<file path="src/rtl/adder_seq_pkg.sv">
// Shared types and default widths for the adder sequencing controller.
// Contents: FSM state enum plus the default operand and counter widths.
package adder_seq_pkg;

    localparam int unsigned W_DEFAULT     = 16;
    localparam int unsigned CNT_W_DEFAULT = 16;

    typedef enum logic [1:0] {
        IDLE = 2'd0,
        CALC = 2'd1,
        DONE = 2'd2
    } state_e;

endpackage

</file>
<file path="src/rtl/adder_seq_if.sv">
// Upstream operand handshake and downstream result handshake of adder_seq_ctrl.
//   in_valid/in_ready/in_a/in_b/in_cin : operand pair from upstream
//   out_valid/out_ready/out_sum/out_cout : result to downstream
//   out_ovf : signed overflow flag, only present when ADDER_SEQ_OVF_EN is defined
// slave modport is the controller side; master modport is the environment side.
interface adder_seq_if #(
    parameter int unsigned W = adder_seq_pkg::W_DEFAULT
) ();

    logic         in_valid;
    logic         in_ready;
    logic [W-1:0] in_a;
    logic [W-1:0] in_b;
    logic         in_cin;
    logic         out_valid;
    logic         out_ready;
    logic [W-1:0] out_sum;
    logic         out_cout;
`ifdef ADDER_SEQ_OVF_EN
    logic         out_ovf;

    modport slave (
        input  in_valid, in_a, in_b, in_cin, out_ready,
        output in_ready, out_valid, out_sum, out_cout, out_ovf
    );

    modport master (
        output in_valid, in_a, in_b, in_cin, out_ready,
        input  in_ready, out_valid, out_sum, out_cout, out_ovf
    );
`else
    modport slave (
        input  in_valid, in_a, in_b, in_cin, out_ready,
        output in_ready, out_valid, out_sum, out_cout
    );

    modport master (
        output in_valid, in_a, in_b, in_cin, out_ready,
        input  in_ready, out_valid, out_sum, out_cout
    );
`endif

endinterface

</file>
<file path="src/rtl/adder_seq_ctrl.sv">
// Control stage for the registered operand/adder/result datapath.
// Accepts one operand pair at a time, sequences the datapath register enables
// (A/B in IDLE, result in CALC), captures carry-out, and presents the result.
// Ports:
//   clk, rst         : clock, synchronous active-high reset
//   bus (slave)      : operand and result handshakes
//   dp_d_a/dp_d_b    : operands to datapath
//   dp_en_a/b/result : datapath register enables
//   dp_cin           : carry-in to datapath
//   dp_result/dp_cout: registered sum and combinational carry from datapath
//   txn_count        : completed transactions, wraps
// Optional: ADDER_SEQ_OVF_EN adds bus.out_ovf (two's-complement overflow).
module adder_seq_ctrl
    import adder_seq_pkg::*;
#(
    parameter int unsigned W     = W_DEFAULT,
    parameter int unsigned CNT_W = CNT_W_DEFAULT
) (
    input  logic             clk,
    input  logic             rst,
    adder_seq_if.slave       bus,
    output logic [W-1:0]     dp_d_a,
    output logic [W-1:0]     dp_d_b,
    output logic             dp_en_a,
    output logic             dp_en_b,
    output logic             dp_en_result,
    output logic             dp_cin,
    input  logic [W-1:0]     dp_result,
    input  logic             dp_cout,
    output logic [CNT_W-1:0] txn_count
);

    state_e            state_q, state_d;
    logic [CNT_W-1:0]  txn_count_q, txn_count_d;
    logic              cin_q, cin_d;
    logic              cout_q, cout_d;
    logic              accept;

    // State and datapath-side registers
    always_ff @(posedge clk) begin
        if (rst) begin
            state_q     <= IDLE;
            txn_count_q <= '0;
            cin_q       <= 1'b0;
            cout_q      <= 1'b0;
        end else begin
            state_q     <= state_d;
            txn_count_q <= txn_count_d;
            cin_q       <= cin_d;
            cout_q      <= cout_d;
        end
    end

    // Next state, handshakes and datapath enables
    always_comb begin
        state_d       = state_q;
        txn_count_d   = txn_count_q;
        cin_d         = cin_q;
        cout_d        = cout_q;
        accept        = 1'b0;
        bus.in_ready  = 1'b0;
        bus.out_valid = 1'b0;
        dp_en_a       = 1'b0;
        dp_en_b       = 1'b0;
        dp_en_result  = 1'b0;

        case (state_q)
            IDLE: begin
                bus.in_ready = 1'b1;
                accept       = bus.in_valid;
                // Enables are gated by rst so a reset cycle never loads the datapath
                dp_en_a      = accept & ~rst;
                dp_en_b      = accept & ~rst;
                if (accept) begin
                    cin_d   = bus.in_cin;
                    state_d = CALC;
                end
            end
            CALC: begin
                dp_en_result = ~rst;
                // dp_cout is valid now: A/B are registered and dp_cin is cin_q
                cout_d       = dp_cout;
                state_d      = DONE;
            end
            DONE: begin
                bus.out_valid = 1'b1;
                if (bus.out_ready) begin
                    txn_count_d = txn_count_q + CNT_W'(1);
                    state_d     = IDLE;
                end
            end
            default: begin
                state_d = IDLE;
            end
        endcase
    end

    assign dp_d_a       = bus.in_a;
    assign dp_d_b       = bus.in_b;
    assign dp_cin       = cin_q;
    assign bus.out_sum  = dp_result;
    assign bus.out_cout = cout_q;
    assign txn_count    = txn_count_q;

`ifdef ADDER_SEQ_OVF_EN
    logic a_msb_q, a_msb_d;
    logic b_msb_q, b_msb_d;

    // Operand sign bits, captured with the operands
    always_ff @(posedge clk) begin
        if (rst) begin
            a_msb_q <= 1'b0;
            b_msb_q <= 1'b0;
        end else begin
            a_msb_q <= a_msb_d;
            b_msb_q <= b_msb_d;
        end
    end

    always_comb begin
        a_msb_d = a_msb_q;
        b_msb_d = b_msb_q;
        if (accept) begin
            a_msb_d = bus.in_a[W-1];
            b_msb_d = bus.in_b[W-1];
        end
    end

    // Overflow: same-sign operands producing a result of the other sign
    assign bus.out_ovf = bus.out_valid & (a_msb_q == b_msb_q) & (dp_result[W-1] != a_msb_q);
`endif

endmodule

</file>
<file path="src/flat_wrapper.sv">
// flat-port wrapper written by rule: the top's interface ports become plain ports
module adder_seq_ctrl_flat import adder_seq_pkg::*;
#(
    parameter int unsigned W     = W_DEFAULT,
    parameter int unsigned CNT_W = CNT_W_DEFAULT
)
  (clk, rst, dp_d_a, dp_d_b, dp_en_a, dp_en_b, dp_en_result, dp_cin, dp_result, dp_cout, txn_count, bus_in_valid, bus_in_a, bus_in_b, bus_in_cin, bus_out_ready, bus_in_ready, bus_out_valid, bus_out_sum, bus_out_cout);
  adder_seq_if #(.W(W)) bus_i ();
  input  logic clk;
  input  logic rst;
  output logic [W-1:0] dp_d_a;
  output logic [W-1:0] dp_d_b;
  output logic dp_en_a;
  output logic dp_en_b;
  output logic dp_en_result;
  output logic dp_cin;
  input  logic [W-1:0] dp_result;
  input  logic dp_cout;
  output logic [CNT_W-1:0] txn_count;
  input wire logic [$bits(bus_i.in_valid)-1:0] bus_in_valid;
  input wire logic [$bits(bus_i.in_a)-1:0] bus_in_a;
  input wire logic [$bits(bus_i.in_b)-1:0] bus_in_b;
  input wire logic [$bits(bus_i.in_cin)-1:0] bus_in_cin;
  input wire logic [$bits(bus_i.out_ready)-1:0] bus_out_ready;
  output wire logic [$bits(bus_i.in_ready)-1:0] bus_in_ready;
  output wire logic [$bits(bus_i.out_valid)-1:0] bus_out_valid;
  output wire logic [$bits(bus_i.out_sum)-1:0] bus_out_sum;
  output wire logic [$bits(bus_i.out_cout)-1:0] bus_out_cout;
  assign bus_i.in_valid = bus_in_valid;
  assign bus_i.in_a = bus_in_a;
  assign bus_i.in_b = bus_in_b;
  assign bus_i.in_cin = bus_in_cin;
  assign bus_i.out_ready = bus_out_ready;
  assign bus_in_ready = bus_i.in_ready;
  assign bus_out_valid = bus_i.out_valid;
  assign bus_out_sum = bus_i.out_sum;
  assign bus_out_cout = bus_i.out_cout;
  adder_seq_ctrl #(.W(W), .CNT_W(CNT_W)) u_core (.clk(clk), .rst(rst), .bus(bus_i), .dp_d_a(dp_d_a), .dp_d_b(dp_d_b), .dp_en_a(dp_en_a), .dp_en_b(dp_en_b), .dp_en_result(dp_en_result), .dp_cin(dp_cin), .dp_result(dp_result), .dp_cout(dp_cout), .txn_count(txn_count));
endmodule
</file>
<file path="config.mk">
export PLATFORM = sky130hd
export DESIGN_NAME = adder_seq_ctrl_flat
export DESIGN_NICKNAME = d
export VERILOG_FILES = /design/src/rtl/adder_seq_pkg.sv /design/src/rtl/adder_seq_if.sv /design/src/rtl/adder_seq_ctrl.sv /design/src/flat_wrapper.sv
export SDC_FILE = /design/constraint.sdc
export NUM_CORES = 1
export LEC_CHECK = 0
export CORE_MARGIN = 2
export CORE_UTILIZATION = 30
export CTS_CLUSTER_SIZE = 30
export DETAILED_ROUTE_END_ITERATION = 6
export GPL_ROUTABILITY_DRIVEN = 0
export GPL_TIMING_DRIVEN = 1
export PLACE_DENSITY = 0.85
export SLEW_MARGIN = 20
export SYNTH_ARGS = -nofsm -noshare
export SYNTH_HDL_FRONTEND = slang
export SYNTH_SLANG_ARGS = --single-unit
</file>
<file path="constraint.sdc">
create_clock -name clk -period 2 [get_ports clk]
set_input_delay 0.2 -clock clk [delete_from_list [all_inputs] [get_ports clk]]
set_output_delay 0.2 -clock clk [all_outputs]
set_load 0.05 [all_outputs]
</file>
---- Word-level counts from Yosys, hierarchy flattened ----
Cells that the tools add are included.
storage, ports and cells
  register bits after elaboration ......... 20
  input bits .............................. 54
  output and inout bits ................... 71
  word-level logic and storage cells ...... 22
cells by class
  add/subtract/negate cells ............... 1
  equal/unequal tests ..................... 4
  mux-type cells .......................... 7
  bitwise operators ....................... 2
  reduce and logical (&&, ||, !) cells .... 4
operators with widths
  operator                 number
  $add A16 B1 Y16 const B  1
  $pmux W2 S3              1
  $reduce_and A2 Y1        3
  $mux W1                  4
  $mux W2                  2
  $ne A2 B2 Y1 const B     2
  $eq A2 B1 Y1 const B     1
  $eq A2 B2 Y1 const B     1
  $logic_not A2 Y1         1
  $and A1 B1 Y1            1
  $not A1 Y1               1

---- Depth between registers and ports, before layout ----
Gate-level depths: netlist (run 1).
  depth after elaboration ................. 3
  depth in mapped cells ................... 5
  depth with buffers taken out ............ 5

---- Worst setup path before layout (run 1) ----
No wires, ideal clock.
  path type ............................... register -> output
  start point ............................. register u_core.state_q[1]
  end point ............................... output dp_en_b
  arrival ................................. 2.332 ns
  data required time ...................... 1.800 ns
  path slack .............................. -0.532 ns
  stages on the path, launching flop included .. 5
  buffers on the path ..................... 1
  cells stage by stage .................... dfxtp_1 > nor2_1 > nand2_1 > nor2_1 > buf_4
on the way
  cells in the longest elaborated chain, start to end .. 2
RTL lines
  item                    line                  source
  from (decl)             adder_seq_ctrl.sv:33  state_e state_q, state_d;
  from (signal assigned)  adder_seq_ctrl.sv:47  state_q <= state_d;
  $logic_not A2 Y1        n/a
  $mux W1                 n/a
  to (decl)               flat_wrapper.sv:14    output logic dp_en_b;
Every way passes these cells.

---- Worst setup path in the final report (run 1) ----
  start point ............................. register u_core.state_q[1]
  end point ............................... output bus_in_ready
on the way
  cells in the longest elaborated chain, start to end .. 2
RTL lines
  item              line                  source
  $logic_not A2 Y1  adder_seq_ctrl.sv:67  case (state_q)
  $mux W1           adder_seq_ctrl.sv:67
  to (decl)         flat_wrapper.sv:25    output wire logic [$bits(bus_i.in_ready)-1:0] bus_in_ready;
Every way passes these cells.

==> results.json, run 1 <==
{
  "outcome": "finished clean",
  "track_usage_pct": 9.05,
  "synth_area_leader_cell": "sky130_fd_sc_hd__dfxtp_1",
  "r2r_cells": 4,
  "buffer_levels_on_the_longest_clock_path": 2,
  "timing.hold.worst.start": "dp_result[0]",
  "timing.hold.worst_path_depth": 0,
  "wl_per_cell_um": 12.1,
  "drive_above_1_share_pct": 13.5,
  "setup_violators_final": 0,
  "fp.dieArea_um2": 4820,
  "grt_pass1_wl_mm": 3.53,
  "netlist_area_um2": 1280,
  "maxClockFrequency_mhz": 546,
  "cp_top_family": "buffers and inverters",
  "rsz0062_at_grt": "no",
  "setup_ws_ps": 169,
  "pwr_density_cell_nw_per_um2": 667,
  "route.detailed.drc": 0,
  "initialDrtViolationCount": 16,
  "top_level_ports": 125,
  "tightestPinTransition_ps": 511,
  "synth.lib_cells_used.distinct": 28,
  "worstSkewPairLatency_ps": 260,
  "r2r-start": "u_core.state_q[1]$_SDFFE_PP0P_",
  "max-cap-violations": 0,
  "drt_first_pass_iters": 4,
  "cts_hold_buffers": 0,
  "via_count_of_the_first_global_routing_pass": 754,
  "instances_no_fill": 183,
  "antenna_left": 0,
  "netlist_top_cells_area": "sky130_fd_sc_hd__dfxtp_1, sky130_fd_sc_hd__buf_4, sky130_fd_sc_hd__xnor2_1",
  "placement.setup.worst_slack_ps": 122,
  "cp.arrival_ps": 1630,
  "tightest_hold_check_type": "input pin to output port",
  "synth.yosys.warnings": 0,
  "vias": 849,
  "final_min_period_over_clock_period_pct": 91.5,
  "die-height_um": 69.4,
  "floorplan.die.width_um": 69.4,
  "worstPathMaxFanout": 6,
  "route.final.wire_length_mm": 2.21,
  "timing_hold_violations_final": 0,
  "antenna_cells_inserted": 0,
  "timing.max_slew.rel_slack_pct": 65.8,
  "r2r_setup_slack_ps": 400,
  "total_leakage_power_nw": 0.524,
  "initial_core_utilization_pct": 31.6,
  "hold_slack_ps": 400,
  "synth.top_cell.area_share_pct": 31.2,
  "placement.io_buffers": 28,
  "floorplan.rows": 23,
  "placedCellCount": 179,
  "floorplan.core_area_um2": 4060,
  "detail_route.vias_per_cell": 4.64,
  "rr_endpoint": "u_core.txn_count[15]$_SDFFE_PP0P_",
  "cp-start-kind": "flip-flop",
  "worstSetupEndpointType": "output port",
  "hold-path-endpoint": "bus_out_sum[0]",
  "pin_count_of_the_biggest_net_entering_global_routing": 15,
  "areaGrowthSynthToFinish_pct": 7.12,
  "post_cts_resized": 0,
  "timing.final.crit_period_ps": 1830,
  "dpl.hpwl_mm": 1.68,
  "cts_post_setup_buffers_inserted": 0,
  "maximum_resistive_drop_on_vdd_mv": 0.591,
  "ys_ff_latch": 20,
  "sequential_fraction_of_the_synthesis_area_pct": 31.2,
  "cts_sinks": 20,
  "clkTransAtPathRegs_ps": 70,
  "clock-skew-final_ps": 9.74,
  "cts-buffers-inserted": 3,
  "timing.critical_path.buf_inv": 1,
  "clock_tree.htree_level_count": 1,
  "globalRouteOverflowTotal": 0,
  "cts_root_buf": "sky130_fd_sc_hd__clkbuf_8",
  "post_syn_nets": 205,
  "critPathRequiredTime_ps": 1800,
  "setup.worst_path.class": "flip-flop to output port",
  "final_slew_violations": 0,
  "antenna_found_initial": 0,
  "fin_setup_tns_ps": 0,
  "cp_cell_instances": "nor2_4 > clkdlybuf4s50_1",
  "synth_area_per_cell_um2": 8.56,
  "synthCells": 150,
  "critical_path.slowest_cell": "sky130_fd_sc_hd__clkdlybuf4s50_1",
  "final_net_count": 189,
  "cts_tree": "done",
  "slowest_delay_ps": 810
}
[cell usage in the layout (no fill, tap or decap), drive strengths merged]
cell type	count
nor4	5
o21ai	1
bufinv	1
nand4b	1
a31o	1
buf	6
nor3	4
nor2	19
and3b	1
nand2b	3
nand3b	1
inv	2
dfxtp	20
and3	1
mux2	2
or3	1
xor2	2
a21oi	5
mux2i	1
nand3	5
clkbuf	3
nor2b	3
xnor2	9
nand4	4
ha	1
clkdlybuf4s50	24
nand2	7
[where the power goes]
part	internal, W	total, W	switching, W
sequential	0.000404	0.000412	0.00000810
combinational	0.0000448	0.000106	0.0000609
clock	0.000267	0.000401	0.000133
[Yosys cell counts (all sizes together)]
cell type / count
mux2i: 1
nor3: 4
xnor2: 9
nor2: 19
nand3b: 1
o21ai: 1
xor2: 2
and3: 1
inv: 2
nand2b: 3
clkbuf: 1
or3: 1
nor2b: 3
nand3: 5
and3b: 1
a31o: 1
ha: 1
nand4b: 1
nor4: 5
nand2: 7
dfxtp: 20
mux2: 2
a21oi: 5
buf: 50
nand4: 4
[logic make-up after synthesis]
| family | after synthesis | synth area share [%] |
|---|---|---|
| AO/OA/AOI/OAI | 7 | 3.02 |
| buffers and inverters | 53 | 29.8 |
| multiplexers | 3 | 2.53 |
| XOR/XNOR | 11 | 7.51 |
| AND/OR/NAND/NOR | 55 | 25.0 |
| adder cells (fa/ha/maj) | 1 | 0.975 |
| flip-flops | 20 | 31.2 |
[through the flow]
step / total power, W / utilization, % / area (um^2)
6_report: 0.000918 / 33.9 / 1380
3_3_place_gp: 0.000525 / 32.1 / 1300
5_1_grt: 0.000952 / 33.9 / 1380
3_5_place_dp: 0.000527 / 32.1 / 1300
2_1_floorplan: 0.000740 / - / 1290
4_1_cts: 0.000930 / 33.9 / 1380
[worst reg2reg max path, cell delays in order, from the launching register on]
cell and delay (ps):
sky130_fd_sc_hd__dfxtp_1 520, sky130_fd_sc_hd__nand3b_4 160, sky130_fd_sc_hd__nor4_4 370, sky130_fd_sc_hd__nand3_1 140, sky130_fd_sc_hd__mux2_1 320
[worst max path at each step]
stage,start,to,cells after the start
2_1_floorplan,u_core.txn_count[5]$_SDFFE_PP0P_,u_core.txn_count[15]$_SDFFE_PP0P_,4
3_3_place_gp,bus_out_ready,u_core.txn_count[15]$_SDFFE_PP0P_,5
3_5_place_dp,bus_out_ready,u_core.txn_count[15]$_SDFFE_PP0P_,5
4_1_cts,u_core.state_q[1]$_SDFFE_PP0P_,bus_in_ready,2
5_1_grt,u_core.state_q[1]$_SDFFE_PP0P_,bus_in_ready,2
6_report,u_core.state_q[1]$_SDFFE_PP0P_,bus_in_ready,2
[flip-flops by register name (all words and copies together) (netlist names)]
signal,count
u_core.bus.out_cout,1
u_core.dp_cin,1
u_core.state_q,2
u_core.txn_count,16
[layer usage]
metal | vias up | global-route usage, % | part of all wire [%]
met5 | - | 0 | 0
met4 | 0 | 4.58 | 3.4
met3 | 14 | 4.80 | 11
met2 | 31 | 12.5 | 42
met1 | 391 | 11.3 | 44
li1 | 413 | - | -
[final cells by class]
cell class / count / area, um^2
Fill cell: 406 / 2680
Multi-Input combinational cell: 77 / 510
Sequential cell: 20 / 400
Timing Repair Buffer: 30 / 323
Tap cell: 50 / 62.6
Clock buffer: 3 / 41.3
Clock inverter: 1 / 30.0
Inverter: 2 / 7.51
(Power assumes the default switching activity.)
==> run 2, diff against run 1 <==
--- a/config.mk
+++ b/config.mk
@@ -7,6 +7,7 @@
 export LEC_CHECK = 0
 export CORE_MARGIN = 2
 export CORE_UTILIZATION = 30
+export CTS_CLUSTER_DIAMETER = 120
 export CTS_CLUSTER_SIZE = 30
 export DETAILED_ROUTE_END_ITERATION = 6
 export GPL_ROUTABILITY_DRIVEN = 0
==> results of run 2 <==
The final DEF is identical to that of run 1; final timing and power are the same.
